File: config.mk
export PLATFORM = sky130hd
export DESIGN_NAME = count_load_sequencer
export DESIGN_NICKNAME = d
export VERILOG_FILES = /design/src/rtl/count_load_sequencer.sv
export SDC_FILE = /design/constraint.sdc
export NUM_CORES = 1
export LEC_CHECK = 0
export ABC_AREA = 1
export BUFFER_PORTS_ARGS = -buffer_cell sky130_fd_sc_hd__buf_2
export CORE_ASPECT_RATIO = 1.25
export CORE_MARGIN = 4
export CORE_UTILIZATION = 40
export DETAILED_ROUTE_END_ITERATION = 10
export PLACE_DENSITY = 0.68
export SLEW_MARGIN = 20
export SYNTH_ARGS = -nofsm -noshare
export SYNTH_HDL_FRONTEND = slang
export SYNTH_SLANG_ARGS = --single-unit
File: constraint.sdc
create_clock -name clk -period 2.7 [get_ports clk]
set_input_delay 0.27 -clock clk [delete_from_list [all_inputs] [get_ports clk]]
set_output_delay 0.27 -clock clk [all_outputs]
set_load 0.05 [all_outputs]
File: src/rtl/count_load_sequencer.sv
// Period feeder for an n-bit parallel-load counter: 2-entry FIFO, shadow down-count, load/tc strobes.
// Optional macro SEQ_AUTO_RELOAD_EN: on terminal count with an empty FIFO, reload the last value instead of idling.
module count_load_sequencer #(
   parameter int n = 4
) (
   input  logic         clk,
   input  logic         reset_n,
   input  logic         in_valid,
   output logic         in_ready,
   input  logic [n-1:0] in_data,
   input  logic         cnt_en,
   output logic         load_o,
   output logic [n-1:0] load_val,
   output logic         tc_o,
   output logic         busy,
   output logic [1:0]   fifo_level
);

   typedef enum logic [1:0] {IDLE, LOAD, RUN} state_t;

   state_t       state, state_nxt;
   logic [n-1:0] remaining, remaining_nxt, load_val_nxt;
   logic         tc_nxt;
   logic         push, pop;
   logic [n-1:0] fifo_mem [2];

   // Ready depends only on the registered level, never on in_valid.
   assign in_ready = reset_n && (fifo_level != 2'd2);
   assign push     = in_valid && in_ready;
   assign load_o   = (state == LOAD);
   assign busy     = (state != IDLE);

   always_comb begin
      state_nxt     = state;
      remaining_nxt = remaining;
      load_val_nxt  = load_val;
      tc_nxt        = 1'b0;
      pop           = 1'b0;
      case (state)
         IDLE: begin
            if (fifo_level != 2'd0) begin
               pop           = 1'b1;
               load_val_nxt  = fifo_mem[0];
               remaining_nxt = fifo_mem[0];
               state_nxt     = LOAD;
            end
         end
         LOAD: state_nxt = RUN;
         RUN: begin
            if (cnt_en) begin
               if (remaining != '0) begin
                  remaining_nxt = remaining - 1'b1;
               end else begin
                  tc_nxt = 1'b1;
                  if (fifo_level != 2'd0) begin
                     pop           = 1'b1;
                     load_val_nxt  = fifo_mem[0];
                     remaining_nxt = fifo_mem[0];
                     state_nxt     = LOAD;
                  end else begin
`ifdef SEQ_AUTO_RELOAD_EN
                     remaining_nxt = load_val;
                     state_nxt     = LOAD;
`else
                     state_nxt     = IDLE;
`endif
                  end
               end
            end
         end
         default: state_nxt = IDLE;
      endcase
   end

   always_ff @(posedge clk) begin
      if (!reset_n) begin
         state      <= IDLE;
         remaining  <= '0;
         load_val   <= '0;
         tc_o       <= 1'b0;
         fifo_level <= 2'd0;
      end else begin
         state     <= state_nxt;
         remaining <= remaining_nxt;
         load_val  <= load_val_nxt;
         tc_o      <= tc_nxt;
         case ({push, pop})
            2'b10:   fifo_level <= fifo_level + 2'd1;
            2'b01:   fifo_level <= fifo_level - 2'd1;
            default: fifo_level <= fifo_level;
         endcase
      end
   end

   // Head always sits in slot 0; a pop shifts slot 1 forward.
   always_ff @(posedge clk) begin
      if (push && pop) begin
         if (fifo_level == 2'd1) begin
            fifo_mem[0] <= in_data;
         end else begin
            fifo_mem[0] <= fifo_mem[1];
            fifo_mem[1] <= in_data;
         end
      end else if (pop) begin
         fifo_mem[0] <= fifo_mem[1];
      end else if (push) begin
         fifo_mem[fifo_level[0]] <= in_data;
      end
   end

endmodule

==> qor.yml <==
worstReg2RegEnd: "fifo_mem[0][2]"
slew_violations: 0
portBuffers: 17
setup-violations-final: 0
ioPinCount: 18
post_cts_resize_count: 0
ir_drop_v: 0.000609
hold_path.class: "input port to flip-flop"
final.setup_skew_ns: 0.00403
antenna_found_initial: 0
final_util_pct: 46.3
yosys_warnings: 0
first_global_vias: 972
drtIter0Drc: 19
whs_ns: 0.152
fp.dieW_um: 57.1
firstDrtPassIters: 4
leakage_uw: 0.000647
powerDensity_nw_per_um2: 1230
hold-path-endpoint: "fifo_mem[1][3]"
syn_to_final_growth_pct: 12.0
worstSkewPairLatency_ns: 0.30
maxCapViolations: 0
required_ns: 2.74
cts-htree-levels: 1
relSlewSlack_pct: 72.0
finalHoldViolCount: 0
crit_type: "flip-flop to flip-flop"
period_share_pct: 85.6
rsz0062_at_grt: "no"
fin_nets: 189
netlist_area_um2: 1210
routedWlPerCell_um: 10.2
ys_types: 25
synth_top_area_cell: "dfxtp_1"
start_util_pct: 41.3
crit_path_end_kind: "flip-flop"
r2r_setup_slack_ns: 0.39
syn_inst: 155
crit_fanout: 10
min_period_ns: 2.31
r2r-start: "fifo_level[0]"
cts_buffers: 3
dieArea_um2: 3960
pre_cts_ws_ns: 0.416
die_y_um: 69.4
grt_pass1_wl_mm: 4.02
wirelength_mm: 2.11
clockBufferDepth: 2
grt_max_degree: 13
cts.sinks: 21
gp_congestion: 0.806
num_antenna_cells: 0
synthTopCellsByArea: "dfxtp_1, edfxtp_1, nand2_1, ha_1, inv_1"
worst_slew_pin_slew_ns: 0.418
yosysSeqAreaShare_pct: 41.5
core_area_um2: 2920
rows: 22
ys_ff_latch: 21
dpl.hpwl_mm: 1.73
via_per_inst: 4.82
drive_above_1_share_pct: 20.5
cts_tree: "built"
min-delay-start: "in_data[3]"
layout_commonest_cell: "nand2_1"
synth_nets: 172
post_cts_buffers: 0
via_count: 997
drc: 0
fmax_ghz: 0.433
grt.overflow.total: 0
groute.usage.overall_pct: 12.6
arrival_ns: 2.35
r2r_cells: 7
setup_ws_ns: 0.390
cp-start-kind: "flip-flop"
root_buffer: "clkbuf_4"
final_cell_mix: "nand2_1, inv_1, buf_2"
syn_avg_cell_area_um2: 7.78
cts.clk_slew.worst_paths_ns: 0.11
synth_top_area_share_pct: 21.6
status: "completed"
holdPathStages: 1
cts_hold_buf: 0
tns_ns: 0
ant_nets: 0
[flip-flops by register name, indices dropped and copies added (netlist names)]
| signal | flops |
|---|---|
| tc_o | 1 |
| remaining | 4 |
| fifo_level | 2 |
| load_val | 4 |
| fifo_mem | 8 |
| state | 2 |
[report_power, final]
| part | leakage (uW) | internal [uW] | switching [uW] |
|---|---|---|---|
| registers | 0.000182 | 475 | 70.7 |
| logic | 0.000447 | 294 | 677 |
| clock network | 0.0000177 | 55.2 | 91.2 |
| total | 0.000647 | 824 | 839 |
[synthesized netlist by cell type]
library cell	number
nand2_1	33
inv_1	24
o21ai_0	16
dfxtp_1	13
a21oi_1	10
ha_1	9
edfxtp_1	8
nor2_1	8
nand3_1	6
nor2_2	6
clkbuf_1	4
o211ai_1	4
inv_2	2
buf_2	1
clkinv_4	1
nand2_2	1
nand2_4	1
nand3b_1	1
nand4_1	1
nor4_1	1
o21ai_1	1
o21ai_2	1
o21ai_4	1
xnor2_1	1
xor2_1	1
[cells by family (layout without fill, tap and decap cells)]
group,Yosys count,after routing,synth area share (%)
adder cells (fa/ha/maj),9,9,9.34
flip-flops,21,21,41.5
buffers and inverters,32,48,10.5
AND/OR/NAND/NOR,58,58,21.5
AO/OA/AOI/OAI,33,33,15.8
XOR/XNOR,2,2,1.45
[worst max path at each step]
stage / end / startpoint / cells after the start / slack [ns]
CTS: fifo_mem[0][0] / fifo_level[0] / 7 / 0.40
detailed placement: fifo_mem[0][1] / fifo_level[0] / 7 / 0.42
floorplan: fifo_mem[0][0] / fifo_level[0] / 10 / 0.14
global route: fifo_mem[0][0] / fifo_level[0] / 7 / 0.18
global placement: fifo_mem[0][1] / fifo_level[0] / 7 / 0.51
finish: fifo_mem[0][2] / fifo_level[0] / 7 / 0.39
[routing by layer]
metal	track usage (%)	wire [um]	vias up
li1	-	-	527
met5	0	0	-
met4	5.41	31	0
met2	22.6	1090	29
met1	13.6	898	435
met3	2.98	95	6
[area by class of cell]
cell class,instances,area [um^2]
Multi-Input combinational cell,102,587
Clock buffer,3,22.5
Clock inverter,1,5.00
Inverter,27,106
Fill cell,302,1570
Tap cell,36,45.0
Sequential cell,21,500
Timing Repair Buffer,17,85.1
[stage by stage]
| stage | power [uW] | area [um^2] | cells |
|---|---|---|---|
| 5_1_grt | 1830 | 1350 | 207 |
| 4_1_cts | 1680 | 1350 | 207 |
| 3_3_place_gp | 1500 | 1320 | 203 |
| 3_5_place_dp | 1530 | 1320 | 203 |
| 6_report | 1660 | 1350 | 207 |
| 2_1_floorplan | 1340 | 1210 | 155 |
[critical path, cell delays in order (launching register included)]
cell and delay, ns:
dfxtp_1 0.39, inv_1 0.10, ha_1 0.29, nor2_1 0.34
nand2_4 0.11, ha_1 0.32, o21ai_2 0.32, nand2_1 0.19
Note: power is estimated with default switching activity, not from simulation.
